`src/rtl/game_link_pkg.sv`:
```
// Constants, packet field map and FSM state types for the game serial link.
package game_link_pkg;

  localparam int unsigned PKT_BYTES = 22;
  localparam logic [7:0]  SYNC_BYTE = 8'hA5;

  // Field offsets (MSB index and width) inside the 176-bit packet word
  localparam int unsigned PLAYER_X_MSB      = 175;
  localparam int unsigned PLAYER_X_W        = 8;
  localparam int unsigned PLAYER_Y_MSB      = 167;
  localparam int unsigned PLAYER_Y_W        = 8;
  localparam int unsigned WAVE_Y_MSB        = 159;
  localparam int unsigned WAVE_Y_W          = 24;
  localparam int unsigned WAVE_BITFIELD_MSB = 135;
  localparam int unsigned WAVE_BITFIELD_W   = 120;
  localparam int unsigned HIGH_SCORE_MSB    = 15;
  localparam int unsigned HIGH_SCORE_W      = 16;

  typedef enum logic [1:0] {
    HUNT,
    PAYLOAD,
    CHECK
  } pkt_state_t;

  typedef enum logic [2:0] {
    RX_IDLE,
    RX_START,
    RX_DATA,
    RX_STOP,
    RX_WAIT_HIGH
  } byte_state_t;

endpackage

```
`src/rtl/uart_byte_rx.sv`:
```
// 8N1 UART byte receiver: 2-flop synchronizer, mid-bit sampling, framing check.
module uart_byte_rx #(
  parameter int unsigned CLKS_PER_BIT = 868
) (
  input  logic       clk,
  input  logic       rst_n,
  input  logic       rxd,
  output logic [7:0] byte_data,
  output logic       byte_valid,
  output logic       frame_err
);
  import game_link_pkg::*;

  localparam int unsigned    CNT_W = $clog2(CLKS_PER_BIT);
  localparam logic [CNT_W-1:0] HALF = CNT_W'(CLKS_PER_BIT / 2 - 1);
  localparam logic [CNT_W-1:0] FULL = CNT_W'(CLKS_PER_BIT - 1);

  logic             rx_meta;
  logic             rx_sync;
  logic             rx_prev;
  byte_state_t      state;
  logic [CNT_W-1:0] cnt;
  logic [2:0]       bit_cnt;
  logic [7:0]       shift;

  // shift only moves in DATA, so it is stable while byte_valid is high
  assign byte_data = shift;

  always_ff @(posedge clk) begin
    if (!rst_n) begin
      rx_meta    <= 1'b1;
      rx_sync    <= 1'b1;
      rx_prev    <= 1'b1;
      state      <= RX_IDLE;
      cnt        <= '0;
      bit_cnt    <= '0;
      shift      <= '0;
      byte_valid <= 1'b0;
      frame_err  <= 1'b0;
    end else begin
      rx_meta    <= rxd;
      rx_sync    <= rx_meta;
      rx_prev    <= rx_sync;
      byte_valid <= 1'b0;
      frame_err  <= 1'b0;
      case (state)
        RX_IDLE: begin
          if (rx_prev && !rx_sync) begin
            state <= RX_START;
            cnt   <= '0;
          end
        end
        RX_START: begin
          if (cnt == HALF) begin
            cnt     <= '0;
            bit_cnt <= '0;
            state   <= rx_sync ? RX_IDLE : RX_DATA;
          end else begin
            cnt <= cnt + CNT_W'(1);
          end
        end
        RX_DATA: begin
          if (cnt == FULL) begin
            cnt     <= '0;
            shift   <= {rx_sync, shift[7:1]};
            bit_cnt <= bit_cnt + 3'd1;
            if (bit_cnt == 3'd7) state <= RX_STOP;
          end else begin
            cnt <= cnt + CNT_W'(1);
          end
        end
        RX_STOP: begin
          if (cnt == FULL) begin
            cnt <= '0;
            if (rx_sync) begin
              byte_valid <= 1'b1;
              state      <= RX_IDLE;
            end else begin
              frame_err <= 1'b1;
              state     <= RX_WAIT_HIGH;
            end
          end else begin
            cnt <= cnt + CNT_W'(1);
          end
        end
        RX_WAIT_HIGH: begin
          if (rx_sync) state <= RX_IDLE;
        end
        default: state <= RX_IDLE;
      endcase
    end
  end

endmodule

```
`src/rtl/uart_packet_rx.sv`:
```
// Packet framer: hunts for the sync byte, collects the payload into a shadow
// buffer, validates the XOR checksum and publishes whole packets atomically.
module uart_packet_rx #(
  parameter int unsigned CLKS_PER_BIT = 868,
  parameter int unsigned PKT_BYTES    = game_link_pkg::PKT_BYTES,
  parameter logic [7:0]  SYNC_BYTE    = game_link_pkg::SYNC_BYTE,
  parameter int unsigned TIMEOUT_CLKS = 20 * CLKS_PER_BIT
) (
  input  logic                   clk,
  input  logic                   rst_n,
  input  logic                   rxd,
  output logic [PKT_BYTES*8-1:0] pkt_data,
  output logic                   pkt_valid,
  output logic                   frame_err,
  output logic                   chk_err,
  output logic                   rx_busy
);
  import game_link_pkg::*;

  localparam int unsigned PKT_W = PKT_BYTES * 8;
  localparam int unsigned GAP_W = $clog2(TIMEOUT_CLKS + 1);
  localparam int unsigned IDX_W = $clog2(PKT_BYTES);

  logic [7:0]       byte_data;
  logic             byte_valid;
  logic             byte_frame_err;
  pkt_state_t       state;
  logic [IDX_W-1:0] idx;
  logic [7:0]       chk;
  logic [PKT_W-1:0] shadow;
  logic [GAP_W-1:0] gap;

  uart_byte_rx #(
    .CLKS_PER_BIT(CLKS_PER_BIT)
  ) u_byte_rx (
    .clk       (clk),
    .rst_n     (rst_n),
    .rxd       (rxd),
    .byte_data (byte_data),
    .byte_valid(byte_valid),
    .frame_err (byte_frame_err)
  );

  assign frame_err = byte_frame_err;
  assign rx_busy   = (state != HUNT);

  always_ff @(posedge clk) begin
    if (!rst_n) begin
      state     <= HUNT;
      idx       <= '0;
      chk       <= '0;
      shadow    <= '0;
      gap       <= '0;
      pkt_data  <= '0;
      pkt_valid <= 1'b0;
      chk_err   <= 1'b0;
    end else begin
      pkt_valid <= 1'b0;
      chk_err   <= 1'b0;
      if (state == HUNT || byte_valid) gap <= '0;
      else                             gap <= gap + GAP_W'(1);
      case (state)
        HUNT: begin
          if (byte_valid && byte_data == SYNC_BYTE) begin
            state <= PAYLOAD;
            idx   <= '0;
            chk   <= 8'h00;
          end
        end
        PAYLOAD, CHECK: begin
          if (byte_frame_err) begin
            state <= HUNT;
          end else if (byte_valid) begin
            if (state == PAYLOAD) begin
              // Shifting in from the LSB leaves byte 0 at the MSB after a full
              // payload, the same layout as indexed writes to shadow[idx].
              shadow <= {shadow[PKT_W-9:0], byte_data};
              chk    <= chk ^ byte_data;
              idx    <= idx + IDX_W'(1);
              if (idx == IDX_W'(PKT_BYTES - 1)) state <= CHECK;
            end else begin
              if (byte_data == chk) begin
                pkt_data  <= shadow;
                pkt_valid <= 1'b1;
              end else begin
                chk_err <= 1'b1;
              end
              state <= HUNT;
            end
          end else if (gap == GAP_W'(TIMEOUT_CLKS - 2)) begin
            // gap clears one clock after byte_valid; firing at TIMEOUT_CLKS-2
            // puts the chk_err pulse TIMEOUT_CLKS clocks after byte_valid.
            chk_err <= 1'b1;
            state   <= HUNT;
          end
        end
        default: state <= HUNT;
      endcase
    end
  end

endmodule

```
`config.mk`:
```
export PLATFORM = sky130hd
export DESIGN_NAME = uart_packet_rx
export DESIGN_NICKNAME = d
export VERILOG_FILES = /design/src/rtl/game_link_pkg.sv /design/src/rtl/uart_byte_rx.sv /design/src/rtl/uart_packet_rx.sv
export SDC_FILE = /design/constraint.sdc
export NUM_CORES = 1
export LEC_CHECK = 0
export CAP_MARGIN = 20
export CORE_ASPECT_RATIO = 1.2
export CORE_MARGIN = 2
export CORE_UTILIZATION = 50
export CTS_CLUSTER_SIZE = 8
export DETAILED_ROUTE_END_ITERATION = 12
export PLACE_DENSITY_LB_ADDON = 0.2
export SETUP_SLACK_MARGIN = 0.4
export SLEW_MARGIN = 20
export SYNTH_ARGS = -nofsm -noshare
export SYNTH_HDL_FRONTEND = slang
export SYNTH_SLANG_ARGS = --single-unit
```
`constraint.sdc`:
```
create_clock -name clk -period 2.8 [get_ports clk]
set_clock_uncertainty 0.1 [all_clocks]
set_input_delay 0.42 -clock clk [delete_from_list [all_inputs] [get_ports clk]]
set_output_delay 0.42 -clock clk [all_outputs]
set_load 0.02 [all_outputs]
```
Word level (Yosys, flattened, before mapping) --
Cells that the tools add are included.
Storage, ports and cells: flip-flop bits (word level) 413, input bits 3, output and inout bits 180, word-level logic and storage cells 116
Operators by class: add/subtract/negate cells 4, eq/ne operators 25, multiplexer cells 40, bitwise gates (word level) 6, reductions and logical operators 24
Operator list (number):
- $mux W8 | 4
- $mux W10 | 3
- $pmux W10 S3 | 1
- $mux W3 | 9
- $mux W5 | 4
- $ne A2 B1 Y1 const B | 8
- $pmux W8 S2 | 1
- $add A15 B1 Y15 const B | 1
- $eq A15 B15 Y1 const B | 1
- $pmux W3 S5 | 1
- $mux W2 | 7
- $add A10 B1 Y10 const B | 1
- $eq A10 B10 Y1 const B | 1
- $eq A10 B9 Y1 const B | 1
- $pmux W5 S2 | 1
- $reduce_and A5 Y1 | 2
- $reduce_and A3 Y1 | 3
- $eq A8 B8 Y1 | 1
- $eq A8 B8 Y1 const B | 1
- $xor A8 B8 Y8 | 1
- $mux W1 | 7
- $eq A3 B2 Y1 const B | 2
- $eq A3 B3 Y1 const B | 2
- $pmux W3 S2 | 1
- 24 further kinds | 35

Logic depth before layout (Yosys ltp) --
depth in word-level cells 6, gate-level depth with buffers 9, mapped depth without buffers 6

Hierarchy --
A second synthesis with hierarchy kept.
Second synthesis, totals: cell total of the unflattened synthesis 1885, area total of the unflattened synthesis 15945.3 um^2
By module, submodules not included:
- uart_packet_rx | instances 1, cells each 1724, area each 14567.7 um^2, sequential area each 7687.4 um^2
- uart_byte_rx | instances 1, cells each 161, area each 1377.6 um^2, sequential area each 580.6 um^2

Worst setup path after synthesis --
Ideal clock, no wire load.
path kind register to register, start point register state[0], end point register pkt_data[0], setup time 132 ps, data arrival time 1888 ps, required time 2568 ps, path slack 679 ps, cell stages (with the launch flop) 10, path buffers 3, cells stage by stage dfxtp_1 -> inv_1 -> ha_1 -> nand3b_1 -> or2_2 -> clkbuf_1 -> clkbuf_1 -> buf_2 -> o31ai_1 -> a21oi_1
Between the ends: cells in the longest elaborated chain, start to end 3, elaborated cells on any way between the ends 5, those cells by class eq/ne: 2; bitwise: 1; reduce/logical: 2
RTL lines:
- start, declared | line uart_packet_rx.sv:27 | pkt_state_t state;
- start signal, assigned | line uart_packet_rx.sv:49 | state <= HUNT;
- start signal, assigned | line uart_packet_rx.sv:65 | state <= PAYLOAD;
- start signal, assigned | line uart_packet_rx.sv:72 | state <= HUNT;
- $eq A2 B1 Y1 or $eq A2 B2 Y1 (tied branches) | line uart_packet_rx.sv:62, uart_packet_rx.sv:74
- $reduce_or A2 Y1 or $not A1 Y1 (tied branches)
- $reduce_and A5 Y1 (no source line) *
- end signal, assigned | line uart_packet_rx.sv:83 | pkt_data <= shadow;
- end, declared | line uart_packet_rx.sv:12 | output logic [PKT_BYTES*8-1:0] pkt_data,
Mark *: on every way between the ends. The rest lies on a longest branch, timed or not. A chain may end at the register's enable or synchronous reset.

Worst setup path after layout --
start point register state[1], end point register pkt_data[49]
Same word-level chain as after synthesis.

==> metrics <==
Vias/cell 6.12; Hold Crit Class flop to flop; #FFs+latches synth between 400 and 500; Top FF cell, synth dfxtp_1; Final GP Congestion 0.813; CP Class flop to flop; Worst Path Buf+Inv 2; Pwr Density a little over 600 nW/um^2; # setup viols final 0; Worst path top cell family by delay simple AND/OR/NAND/NOR gates; CTS HTree Levels 2; cts bufs inserted 57; # clock sinks about 410; mapped cell area 16500 sq um; DRT Pass-1 Iters 5; port bufs 182; top-area cell type share of the netlist area 0.500; I/O pins 183; HPWL after DPL 25.3 mm; Post-synth ARST share 0; pin count of the biggest net entering global routing ~160; routed wire length around 45 mm; Root Driver clkbuf_16; initial antenna violation count 0; Die Wd between 150 and 200 um; Rows between 70 and 80; clock buffer depth 3; Area Growth Syn to Fin 21.1%; die area 34500 sq um; WL/cell 18.3 um; fin crit share 0.826; Critical-path top delay cell dfxtp_1; Mapped Cells slightly below 2000; Die Height just over 200 um; share of layout cells above drive strength 1 0.0596; Detail Route Antenna Nets 0; max frequency 432 MHz; Slew @ Worst Pin 0.780 ns; n_diodes 0; core box area 32400 sq um; first-pass GRT wire length slightly above 70 mm; Post-synth EDFFs 0; crit path DAT about 2.6 ns; DR iter-0 viols 1446; Worst-Skew Late Latency around 0.58 ns; Remaining DRCs 0; Leakage Power ~0.0062 uW; Final Max Slew Viols 0; Synth cell types between 50 and 60; Overflow after GRT 0; area leader, netlist dfxtp_1; Worst setup SP type flop; Nets between 2000 and 2500; CP endpoint kind flop; unrepaired setup endpoints after global routing yes; register area share after synthesis 0.500; CTS tree done; Initial Utilization 0.509; post-layout util 0.617; # hold bufs at CTS 0; crit-path cells inv_1, ha_1, nand3b_1, or2_4, buf_12, o31ai_1, a21oi_1; CP required 3.12 ns; max_slew headroom 0.480; status finished, final reports clean; Final Hold Viols 0; via count 14914; Tmin final 2.31 ns; Post-Syn Nets 1985; worst IR drop on VDD 0.490 mV; setup TNS 0 ns; Max stage delay on crit path 0.37 ns; total global-route track usage 0.248; syn_area_per_cell about 8.4 sq um; Reg clk slew, reported paths ~0.05 ns; number of global-route vias before repair around 14000; Fill cells ~2900; top post-synthesis cells by area dfxtp_1, a21oi_1, nand2_1; number of max-cap violations 0; warnings from Yosys 0; Max FO, Critical Path 90
state kept, by name, indices dropped and copies added (netlist names):
| register | flops |
|---|---|
| pkt_data | 176 |
| shadow | 176 |
| gap | 15 |
| u_byte_rx.cnt | 10 |
| chk | 8 |
| u_byte_rx.byte_data | 8 |
| idx | 5 |
| u_byte_rx.bit_cnt | 3 |
| u_byte_rx.state | 3 |
| state | 2 |
| chk_err | 1 |
| pkt_valid | 1 |
| u_byte_rx.byte_valid | 1 |
| u_byte_rx.frame_err | 1 |
| u_byte_rx.rx_meta | 1 |
| u_byte_rx.rx_prev | 1 |
| u_byte_rx.rx_sync | 1 |
through the flow:
| stage | hold slack (ns) | cells | total power (uW) | area, sq um | setup slack (ns) |
|---|---|---|---|---|---|
| after floorplan | 0.286 | 1971 | 6270 | 16500 | 0.679 |
| after global placement | 0.291 | 2374 | 6310 | 18500 | 0.603 |
| after detailed placement | 0.303 | 2374 | 6310 | 18500 | 0.539 |
| after CTS | 0.319 | 2435 | 12200 | 19900 | 0.484 |
| after global routing | 0.330 | 2436 | 12500 | 20000 | 0.367 |
| final | 0.312 | 2436 | 12100 | 20000 | 0.487 |
cell families after synthesis:
family | Yosys count | synth area share
AO/OA/AOI/OAI | 590 | 0.213
XOR/XNOR | 23 | 0.0122
adder cells (fa/ha/maj) | 11 | 0.00833
buffers and inverters | 233 | 0.0578
flip-flops | 413 | 0.500
multiplexers | 16 | 0.00969
AND/OR/NAND/NOR | 685 | 0.199
layout by cell type (no fill, tap or decap), types with 2 or more instances in the layout:
master           instances
and3_1                   3
nand3b_1                10
inv_6                    2
o32ai_1                  2
or3_1                    4
nand2_1                381
o21a_1                   3
mux2i_1                 16
nor2_1                  41
o21ai_0                 12
clkbuf_16               58
o311ai_0                 9
and4_4                   2
o22ai_1                  6
dfxtp_1                413
and3b_1                  2
nand3_1                 15
nor2b_1                  2
buf_12                  18
a31oi_1                  2
nand4b_1                 2
nand2b_1                 7
o31ai_1                167
inv_1                   13
xnor2_1                 10
a211oi_1                 3
ha_1                    11
nor3_1                   4
nor3b_1                  2
nor4_1                   5
o31ai_2                 12
o31a_1                   2
xor2_1                  13
o2111ai_1                2
buf_4                   15
and2_1                   4
nand4_1                186
clkdlybuf4s50_1        181
a21oi_1                363
and4_1                   5
where the power goes:
group / total, uW / switching (uW) / internal (uW)
clock: 5930 / 2380 / 3550
sequential: 5930 / 24.8 / 5900
combinational: 272 / 188 / 83.5
total: 12100 / 2590 / 9540
worst register-to-register path, stage by stage, from the launching register on:
cell and delay (ns):
dfxtp_1 0.37, inv_1 0.08, ha_1 0.37, nand3b_1 0.16, or2_4 0.35, buf_12 0.26, o31ai_1 0.34, a21oi_1 0.11
path summary, 6_finish.rpt:
path / end / slack (ns) / from / cells past startpoint
min reg2reg: u_byte_rx.rx_sync / 0.31 / u_byte_rx.rx_meta / 1
min: u_byte_rx.rx_sync / 0.31 / u_byte_rx.rx_meta / 1
max: pkt_data[49] / 0.49 / state[1] / 7
max reg2reg: pkt_data[49] / 0.49 / state[1] / 7
final cells by class:
type                            instances  area (sq um)  share of cell area
Tap cell                              407           509              0.0255
Timing Repair Buffer                  216          2320               0.116
Sequential cell                       413          8270               0.413
Clock buffer                           57          1430              0.0713
Inverter                               14          60.1             0.00300
Clock inverter                          4          42.5             0.00213
Multi-Input combinational cell       1325          7380               0.369
timing repair:
| item | CTS | global route |
|---|---|---|
| gates resized for setup | 1 | 13 |
| setup endpoints to repair | 1 | 92 |
| hold endpoints to repair | 0 | 0 |
| buffers inserted | 0 | 1 |
Yosys cell counts (2+ instances only):
cell             n
a211oi_1         3
a21oi_1        363
a31oi_1          2
and2_1           4
and3_1           3
and3b_1          2
and4_1           7
and4b_1          2
buf_1            5
buf_2           43
buf_6            2
clkbuf_1       166
dfxtp_1        413
dlygate4sd1_1    2
ha_1            11
inv_1           13
mux2i_1         16
nand2_1        381
nand2b_1         7
nand3_1         15
nand3b_1        10
nand4_1        186
nand4b_1         2
nor2_1          42
nor2b_1          2
nor3_1           4
nor3b_1          2
nor4_1           5
o2111ai_1        2
o21a_1           3
o21ai_0         12
o22ai_1          6
o311ai_0         9
o31a_1           2
o31ai_1        178
o32ai_1          2
or3_1            4
xnor2_1         10
xor2_1          13
layer usage:
| layer | vias up | wire length (um) | global-route usage |
|---|---|---|---|
| met3 | 72 | 2520 | 0.0429 |
| met1 | 7203 | 19500 | 0.339 |
| li1 | 7168 | - | - |
| met2 | 471 | 21400 | 0.402 |
| met5 | - | 0 | 0 |
| met4 | 0 | 1090 | 0.0794 |
No activity file was read; power rests on OpenSTA's default activity.
